==> config.mk <==
export PLATFORM = sky130hd
export DESIGN_NAME = fa_sync_event_gen
export DESIGN_NICKNAME = d
export VERILOG_FILES = /design/src/rtl/fa_sync_event_gen_pkg.sv /design/src/rtl/fa_sync_event_gen_pps_edge_sync.sv /design/src/rtl/fa_sync_event_gen.sv
export SDC_FILE = /design/constraint.sdc
export NUM_CORES = 1
export LEC_CHECK = 0
export ABC_AREA = 1
export CORE_MARGIN = 4
export CORE_UTILIZATION = 55
export DETAILED_ROUTE_END_ITERATION = 8
export GPL_ROUTABILITY_DRIVEN = 0
export PLACE_DENSITY = 0.79
export SLEW_MARGIN = 30
export SYNTH_ARGS = -nofsm -noshare
export SYNTH_HDL_FRONTEND = slang
export SYNTH_SLANG_ARGS = --single-unit
==> constraint.sdc <==
create_clock -name clk -period 2.1 [get_ports clk]
set_clock_uncertainty 0.1 [all_clocks]
set_input_delay 0.63 -clock clk [delete_from_list [all_inputs] [get_ports clk]]
set_output_delay 0.63 -clock clk [all_outputs]
set_load 0.02 [all_outputs]
==> src/rtl/fa_sync_event_gen_pkg.sv <==
`default_nettype none
// ==========================================================================
// fa_sync_event_gen_pkg : shared FA/heartbeat timing constants and types
// Revision: 1.0
// ==========================================================================
package fa_sync_event_gen_pkg;

    localparam int unsigned SYS_CLK_HZ               = 124_640_000;
    localparam int unsigned FA_DIVISOR_DEFAULT       = 12464;
    localparam int unsigned HEARTBEAT_DIVIDE_DEFAULT = 10000;

    // Shared with the EVR-side decoder, so both ends agree on the marker code.
    localparam logic [7:0]  EVCODE_HEARTBEAT         = 8'h7A;

    typedef enum logic [1:0] {
        ST_IDLE    = 2'd0,
        ST_SEND_HB = 2'd1,
        ST_SEND_SW = 2'd2
    } ev_state_t;

    function automatic int cnt_width(input int unsigned n);
        return (n <= 2) ? 1 : $clog2(n);
    endfunction

endpackage
`default_nettype wire

==> src/rtl/fa_sync_event_gen_pps_edge_sync.sv <==
`default_nettype none
// ==========================================================================
// pps_edge_sync : multi-flop synchroniser for PPS plus rising-edge pulse
// Revision: 1.0
// ==========================================================================
module pps_edge_sync #(
    parameter int unsigned STAGES = 2
) (
    input  logic clk,
    input  logic rst_n,
    input  logic pps_async,
    output logic pps_rise
);

    // chain[STAGES-1] is the last synchroniser flop, chain[STAGES] its previous value.
    logic [STAGES:0] chain;

    always_ff @(posedge clk or negedge rst_n) begin
        if (!rst_n) begin
            chain <= '0;
        end else begin
            chain <= {chain[STAGES-1:0], pps_async};
        end
    end

    assign pps_rise = chain[STAGES-1] & ~chain[STAGES];

endmodule
`default_nettype wire

==> src/rtl/fa_sync_event_gen.sv <==
`default_nettype none
// ==========================================================================
// fa_sync_event_gen : FA period / heartbeat event source with PPS alignment
//                     and software event merge onto a valid/ready byte link
// Revision: 1.0
// ==========================================================================
module fa_sync_event_gen #(
    parameter int unsigned FA_DIVISOR       = fa_sync_event_gen_pkg::FA_DIVISOR_DEFAULT,
    parameter int unsigned HEARTBEAT_DIVIDE = fa_sync_event_gen_pkg::HEARTBEAT_DIVIDE_DEFAULT,
    parameter logic [7:0]  EVCODE_HEARTBEAT = fa_sync_event_gen_pkg::EVCODE_HEARTBEAT,
    parameter int unsigned PPS_SYNC_STAGES  = 2
) (
    input  logic       clk,
    input  logic       rst_n,
    input  logic       enable,
    input  logic       ppsAlignEnable,
    input  logic       ppsIn,
    input  logic       swEventValid,
    input  logic [7:0] swEventCode,
    output logic       swEventReady,
    output logic [7:0] evCode,
    output logic       evValid,
    input  logic       evReady,
    output logic       faTick,
    output logic       heartbeatTick,
    output logic       ppsAligned,
    output logic       overrun,
    input  logic       overrunClear
);
    import fa_sync_event_gen_pkg::*;

    localparam int FA_W = cnt_width(FA_DIVISOR);
    localparam int HB_W = cnt_width(HEARTBEAT_DIVIDE);
    localparam logic [FA_W-1:0] FA_RELOAD = FA_W'(FA_DIVISOR - 1);
    localparam logic [HB_W-1:0] HB_RELOAD = HB_W'(HEARTBEAT_DIVIDE - 1);

    logic [FA_W-1:0] fa_count;
    logic [HB_W-1:0] hb_count;
    logic            fa_tick;
    logic            hb_tick;
    logic            pps_aligned;
    logic            pps_rise;

    logic            fa_term;
    logic            hb_term;
    logic            align_now;
    logic            hb_fire;

    ev_state_t       state;
    ev_state_t       state_nxt;
    logic [7:0]      code_q;
    logic [7:0]      code_nxt;
    logic            hb_pending;
    logic            hb_pending_nxt;
    logic            overrun_q;
    logic            overrun_nxt;
    logic            hb_take;
    logic            hb_busy;
    logic            sw_ready;

    pps_edge_sync #(
        .STAGES    (PPS_SYNC_STAGES)
    ) u_pps_edge_sync (
        .clk       (clk),
        .rst_n     (rst_n),
        .pps_async (ppsIn),
        .pps_rise  (pps_rise)
    );

    assign fa_term   = (fa_count == '0);
    assign hb_term   = (hb_count == '0);
    assign align_now = enable && pps_rise && ppsAlignEnable;
    // An alignment edge on the natural terminal count still fires only once.
    assign hb_fire   = align_now || (enable && fa_term && hb_term);

    always_ff @(posedge clk or negedge rst_n) begin
        if (!rst_n) begin
            fa_count    <= FA_RELOAD;
            hb_count    <= HB_RELOAD;
            fa_tick     <= 1'b0;
            hb_tick     <= 1'b0;
            pps_aligned <= 1'b0;
        end else begin
            fa_tick <= 1'b0;
            hb_tick <= hb_fire;
            if (pps_rise) begin
                pps_aligned <= fa_term && hb_term;
            end
            if (!enable) begin
                fa_count <= FA_RELOAD;
                hb_count <= HB_RELOAD;
            end else if (align_now) begin
                // A realign starts a fresh FA period, so it is an FA boundary too.
                fa_count <= FA_RELOAD;
                hb_count <= HB_RELOAD;
                fa_tick  <= 1'b1;
            end else if (fa_term) begin
                fa_count <= FA_RELOAD;
                fa_tick  <= 1'b1;
                hb_count <= hb_term ? HB_RELOAD : hb_count - 1'b1;
            end else begin
                fa_count <= fa_count - 1'b1;
            end
        end
    end

    // A heartbeat is still outstanding while queued or being offered but not yet taken.
    assign hb_busy = hb_pending || ((state == ST_SEND_HB) && !evReady);

    always_comb begin
        state_nxt = state;
        code_nxt  = code_q;
        sw_ready  = 1'b0;
        hb_take   = 1'b0;
        case (state)
            ST_IDLE: begin
                if (hb_pending) begin
                    state_nxt = ST_SEND_HB;
                    code_nxt  = EVCODE_HEARTBEAT;
                    hb_take   = 1'b1;
                end else if (swEventValid) begin
                    sw_ready = 1'b1;
                    if (swEventCode != 8'h00) begin
                        state_nxt = ST_SEND_SW;
                        code_nxt  = swEventCode;
                    end
                end
            end
            ST_SEND_HB, ST_SEND_SW: begin
                if (evReady) begin
                    state_nxt = ST_IDLE;
                    code_nxt  = 8'h00;
                end
            end
            default: begin
                state_nxt = ST_IDLE;
                code_nxt  = 8'h00;
            end
        endcase
    end

    always_comb begin
        hb_pending_nxt = hb_pending;
        overrun_nxt    = overrun_q;
        if (hb_fire && !hb_busy) begin
            hb_pending_nxt = 1'b1;
        end else if (hb_take) begin
            hb_pending_nxt = 1'b0;
        end
        if (hb_fire && hb_busy) begin
            overrun_nxt = 1'b1;
        end else if (overrunClear) begin
            overrun_nxt = 1'b0;
        end
    end

    always_ff @(posedge clk or negedge rst_n) begin
        if (!rst_n) begin
            state      <= ST_IDLE;
            code_q     <= 8'h00;
            hb_pending <= 1'b0;
            overrun_q  <= 1'b0;
        end else begin
            state      <= state_nxt;
            code_q     <= code_nxt;
            hb_pending <= hb_pending_nxt;
            overrun_q  <= overrun_nxt;
        end
    end

    assign swEventReady  = sw_ready;
    assign evValid       = (state != ST_IDLE);
    assign evCode        = code_q;
    assign faTick        = fa_tick;
    assign heartbeatTick = hb_tick;
    assign ppsAligned    = pps_aligned;
    assign overrun       = overrun_q;

endmodule
`default_nettype wire

=== Yosys cells after proc, flatten, opt, wreduce, memory -nomap -nowiden ===
Cells that the tools add are included.

* Add/subtract/negate cells: 2
* Equality and inequality tests: 6
* Mux-type cells: 29
* Bitwise operators: 2
* Reductions and logical operators: 21

{| class="wikitable"
|+ Operator list
! cell !! number
|-
| 2-to-1 mux 14 bit || 7
|-
| 2-to-1 mux 8 bit || 4
|-
| zero test 14 bit || 2
|-
| subtractor 14 x 1 -> 14 bit, second input constant || 2
|-
| one-hot mux 8 bit (2 select lines) || 1
|-
| 2-to-1 mux 1 bit || 12
|-
| logical AND 1 bit || 8
|-
| 2-to-1 mux 2 bit || 4
|-
| nonzero test 8 bit || 1
|-
| != test 3 bit, second input constant || 2
|-
| nonzero test 2 bit || 3
|-
| one-hot mux 2 bit (2 select lines) || 1
|-
| != test 3 x 1 -> 1 bit, second input constant || 1
|-
| AND reduction 3 bit || 1
|-
| == test 2 x 1 -> 1 bit, second input constant || 1
|-
| == test 2 bit, second input constant || 1
|-
| zero test 1 bit || 2
|-
| zero test 2 bit || 1
|-
| logical OR 1 bit || 2
|-
| != test 2 bit, second input constant || 1
|-
| OR reduction 2 bit || 1
|-
| AND 1 bit || 1
|-
| inverter 1 bit || 1
|}

* Register bits after elaboration: 46
* Output and inout bits: 14
* Logic and storage cells: 70

=== Logic depth before layout (Yosys ltp) ===
* Word-level depth: 7
* Mapped depth: 10
* Gate-level depth less buffers: 9

=== By module ===
Synthesis repeated with hierarchy kept, for this count alone.

* Cell total of the unflattened synthesis: 312
* Area, all modules: 2,453.6 sq um

{| class="wikitable"
|+ Modules (own cells, without submodules)
! module !! times used !! cells each !! area an instance (sq um) !! sequential area each (sq um)
|-
| fa_sync_event_gen || 1 || 307 || 2,368.5 || 1,096.1
|-
| pps_edge_sync || 1 || 5 || 85.1 || 75.1
|}

=== Worst setup path before layout ===
Ideal clock, no wire load.

* Kind: flip-flop to output port
* From: register state[0]
* To: output port swEventReady
* Arrival: 1.316 ns
* Data required time: 1.370 ns
* Setup slack: 0.054 ns
* Cell stages (with the launch flop): 5
* Path buffers: 0
* Path through: dfrtp_1 inv_1 ha_1 inv_1 nor3_1

* Cells in the longest elaborated chain, start to end: 2

{| class="wikitable"
|+ Ends and longest elaborated chain
! what !! RTL line !! source
|-
| from (decl) || fa_sync_event_gen.sv:49 || <nowiki>ev_state_t state;</nowiki>
|-
| from (signal assigned) || fa_sync_event_gen.sv:164 || <nowiki>state <= state_nxt;</nowiki>
|-
| zero test 2 bit || fa_sync_event_gen.sv:115 || <nowiki>case (state)</nowiki>
|-
| 2-to-1 mux 1 bit || fa_sync_event_gen.sv:115 ||
|-
| to (decl) || fa_sync_event_gen.sv:20 || <nowiki>output logic swEventReady,</nowiki>
|}

Every way passes these cells.

=== Final worst setup path ===
* From: register pps_aligned (netlist: ppsAligned)
* To: output port ppsAligned

{| class="wikitable"
|+ RTL lines
! what !! RTL line !! source
|-
| from (decl) || fa_sync_event_gen.sv:41 || <nowiki>logic pps_aligned;</nowiki>
|-
| from (signal assigned) || fa_sync_event_gen.sv:87 || <nowiki>pps_aligned <= fa_term && hb_term;</nowiki>
|-
| to (decl) || fa_sync_event_gen.sv:26 || <nowiki>output logic ppsAligned,</nowiki>
|}

No word-level cell between the ends.

==> results.md <==
Outcome:
- The flow ran to the end, and the final reports show no timing, DRC or antenna violations.

Setup path:
- The flop-to-flop setup slack is 350 ps.
- Together, buffers and inverters on the worst path number 1.
- The required time of the critical path is 1370 ps.
- In this run the critical register-to-register path is captured at hb_count[0].
- In this design, the stage delay of the slowest critical-path cell is 620 ps.
- Traced cell by cell, the critical path runs through clkdlybuf4s50_1.
- The worst setup path is captured at an output pin.
- The worst setup path is launched from a flip-flop.
- The cell family contributing the most delay on the critical path is buffers and inverters.
- The classification of the worst setup path is flip-flop to output pin.
- The startpoint of the most critical register-to-register path is fa_count[0].
- The cell depth of the worst flop-to-flop path is 9.
- The slowest stage of the critical path belongs to the cell sky130_fd_sc_hd__clkdlybuf4s50_1.
- STA puts the critical path data arrival time at 1300 ps.
- In this run the worst path has a maximum fanout of 2.

Logic synthesis:
- The cell type with the highest aggregate area in the netlist is sky130_fd_sc_hd__dfrtp_1.
- The number of enable flip-flop cells after synthesis is 0.
- Averaged over all synthesized cells, the footprint is 7.92 um2.
- The synthesized area is 0.00240 mm2.
- During synthesis, Yosys emitted a total of 0 warnings.
- The number of instances in the synthesized netlist is 303.
- Counting instances in the post-synthesis netlist gives the leading cell types as sky130_fd_sc_hd__nand2_1, sky130_fd_sc_hd__inv_1, sky130_fd_sc_hd__nor2_1.
- The sequential cell area fraction in the yosys report is 48.8%.
- sky130_fd_sc_hd__nand2_1 is the most common cell in the netlist.
- The share of synthesized flip-flops with an asynchronous set or reset is 100%.
- The post-synth net total is 323.
- The synthesized flop and latch total is 46.
- The fraction of post-synthesis cell area in the top cell type by area is 31.3%.
- The dominant synthesized flop cell is sky130_fd_sc_hd__dfrtp_1.
- The number of different library cells used by synthesis comes to 27.
- By area the synthesized netlist is led by sky130_fd_sc_hd__dfrtp_1, sky130_fd_sc_hd__dfstp_2, sky130_fd_sc_hd__nand2_1, sky130_fd_sc_hd__nand3_1, sky130_fd_sc_hd__inv_1.

Power:
- Summed over all cells, the static leakage comes to 1.47 nW.
- The clock share of power is 23.2%.
- The proportion of power drawn by flip-flops and latches is 45.3%.
- The switching power share of the total is 31.8%.
- In this run, the combinational gates consume 31.5% of the power.
- The overall power of the completed layout is 2.36 mW.
- Dividing total power by cell area gives a power density of 807 mW/mm2.
- The internal portion of the total power is 1.61 mW.
- The maximum VDD drop is 0.687 mV.
- The net switching power of the design is 0.750 mW.

Placement:
- The cell count after placement is 391.
- The setup slack at placement is -545 ps.
- In this run the tool buffered the top-level ports with 29 buffer cells.
- Detailed placement ended at an HPWL of 3.64 mm.

Finish:
- Cells fill 71.1% of the core in the end.
- The repair_antennas step left the layout with diodes totalling 0.
- For this run, the post-layout net count is 368.
- The number of filler instances in the final layout is 330.
- The post-route netlist has 15.8% of its cells at a drive strength greater than 1.
- The number of non-filler instances in the completed layout is 399.
- The area growth from synthesis to layout is 21.8%.

Clock tree:
- The clock tree from TritonCTS is yes.
- Once the clock tree was built, the setup fixing pass inserted 0 buffers.
- Clock-pin slew was measured on the worst setup and hold paths at 80 ps.
- The clock passes through at most 2 buffers.
- The number of clock sinks is 46.
- Clock latency on the worst-skew pair, taken at its later pin, is 300 ps.
- In this run the clock root is driven by a sky130_fd_sc_hd__clkbuf_8.
- The number of H-tree branching levels is 2.
- The number of buffers created by CTS is 5.

STA:
- The number of endpoints with negative hold slack in the final report is 0.
- At the pin with the least slew margin, the transition time is 293 ps.
- Setup repair after global routing left no endpoint under its margin.
- The final max-slew violation count is 0.
- The headroom to the max-slew limit is 80.3%.
- Setup violations remaining at the end of the flow were counted as 0.
- The final worst setup slack is 73.6 ps.
- Hold timing on the final database bottoms out at a slack of 194 ps.
- The clock period could shrink to 2030 ps.
- After layout, the worst path uses 96.5% of the clock period.
- The highest attainable clock frequency is 493 MHz.

Global routing:
- Entering global routing, the biggest net connects 47 pins.
- The first global-routing pass estimated 8.79 mm of wire.
- The number of global-route vias before repair is 2,000.
- The total overflow left after global routing is 0.
- The initial antenna violation count came to 0.
- Global routing consumed, over all layers together, 20.7% of the routing resources.

Floorplanning:
- The number of top-level pins is 30.
- In this run the vertical extent of the chip is 74.1 um.
- The die span in x is 74.1 um.
- The initial standard-cell utilization of the core is 58.3%.
- The floorplan step defined a die boundary enclosing 0.00548 mm2.
- The standard cell core area is 0.00412 mm2.
- The count of standard-cell rows is 23.

Flow run:
- Max-cap violations in this run came to 0.

Routing:
- The first detailed-routing pass took 4 iterations.
- The number of vias after detailed routing is 2,030.
- The routed length per instance is 12.0 um.
- In this run the remaining antenna-violating nets after routing total 0.
- The first routing iteration left 73 violations.
- The residual DRC count is 0.
- The post-detailed-route via-to-cell ratio is 5.09.
- After detailed routing, the total wire length is 4.77 mm.

Worst hold path:
- The tightest min-delay check is of the primary input to asynchronous set/reset pin type.
[flip-flops by register name (all words and copies together) (netlist names)]
name / flops
u_pps_edge_sync.chain: 3
ppsAligned: 1
heartbeatTick: 1
hb_count: 14
faTick: 1
fa_count: 14
evCode: 8
hb_pending: 1
state: 2
overrun: 1
[cells by family after synthesis]
kind of cell             after synthesis  share of synthesized area [%]
AND/OR/NAND/NOR                      174                           31.6
flip-flops                            46                           48.8
buffers and inverters                 44                           7.92
AO/OA/AOI/OAI                         23                           5.16
XOR/XNOR                              12                           4.38
adder cells (fa/ha/maj)                4                           2.09
[worst max path at each step]
stage	depth (start not counted)	startpoint	slack (ps)	endpoint
2_1_floorplan	4	state[0]	50	swEventReady
3_3_place_gp	4	swEventValid	-500	swEventReady
3_5_place_dp	4	swEventValid	-540	swEventReady
4_1_cts	1	ppsAligned	60	ppsAligned
5_1_grt	5	state[0]	10	swEventReady
6_report	1	ppsAligned	70	ppsAligned
[layout make-up]
cell class | count | area (um2) | area share (%)
sequential | 46 | 1170 | 40.1
timing repair buffer | 43 | 407 | 13.9
clock inverter | 1 | 5.00 | 0.171
inverter | 39 | 146 | 5.01
multi-input combinational | 213 | 1050 | 35.8
clock buffer | 7 | 86.3 | 2.95
tap | 50 | 62.6 | 2.14
[power groups by stage]
stage / clock [mW] / sequential, mW / combinational, mW
floorplan: 0 / 1.16 / 0.294
global placement: 0 / 1.08 / 0.739
detailed placement: 0 / 1.08 / 0.756
CTS: 0.567 / 1.07 / 0.749
global route: 0.601 / 1.08 / 0.829
finish: 0.548 / 1.07 / 0.743
[metrics by stage]
stage | area (um2) | TNS, ps
after floorplan | 2400 | 0
after global placement | 2830 | -502
after detailed placement | 2830 | -545
after CTS | 2920 | 0
after global routing | 2920 | 0
final | 2920 | 0
[routing by layer]
layer | track usage [%] | part of all wire, % | vias to the layer above
li1 | - | - | 1037
met4 | 7.04 | 1.5 | 0
met3 | 5.54 | 4.8 | 6
met2 | 33.5 | 48 | 35
met5 | 0 | 0 | -
met1 | 26.9 | 46 | 952
[cells in the final DEF, fill, tap and decap left out, types with 6 or more instances in the layout]
cell / instances
sky130_fd_sc_hd__nor2_1: 38
sky130_fd_sc_hd__nand3_1: 34
sky130_fd_sc_hd__nand2_1: 85
sky130_fd_sc_hd__xor2_1: 7
sky130_fd_sc_hd__o21ai_0: 16
sky130_fd_sc_hd__inv_1: 37
sky130_fd_sc_hd__clkbuf_8: 6
sky130_fd_sc_hd__dfstp_2: 16
sky130_fd_sc_hd__dfrtp_1: 30
sky130_fd_sc_hd__buf_4: 13
sky130_fd_sc_hd__clkdlybuf4s50_1: 25
[worst register-to-register path, stage by stage, from the launching register on]
cell,delay (ps)
sky130_fd_sc_hd__dfstp_2,530
sky130_fd_sc_hd__inv_1,50
sky130_fd_sc_hd__ha_1,220
sky130_fd_sc_hd__nand2_2,130
sky130_fd_sc_hd__nor2_4,80
sky130_fd_sc_hd__nand2_4,80
sky130_fd_sc_hd__nand3_4,100
sky130_fd_sc_hd__inv_2,220
sky130_fd_sc_hd__nand2_1,80
sky130_fd_sc_hd__nand3_1,100
[timing repair]
| item | 4_1_cts | 5_1_grt |
|---|---|---|
| pin swaps | 1 | 0 |
| hold buffers | 0 | 0 |
| gates cloned | 0 | 0 |
| endpoints found under the hold margin | 0 | 0 |
| endpoints found under the setup margin | 2 | 2 |
| resized for setup | 13 | 1 |
(Power assumes the default switching activity.)
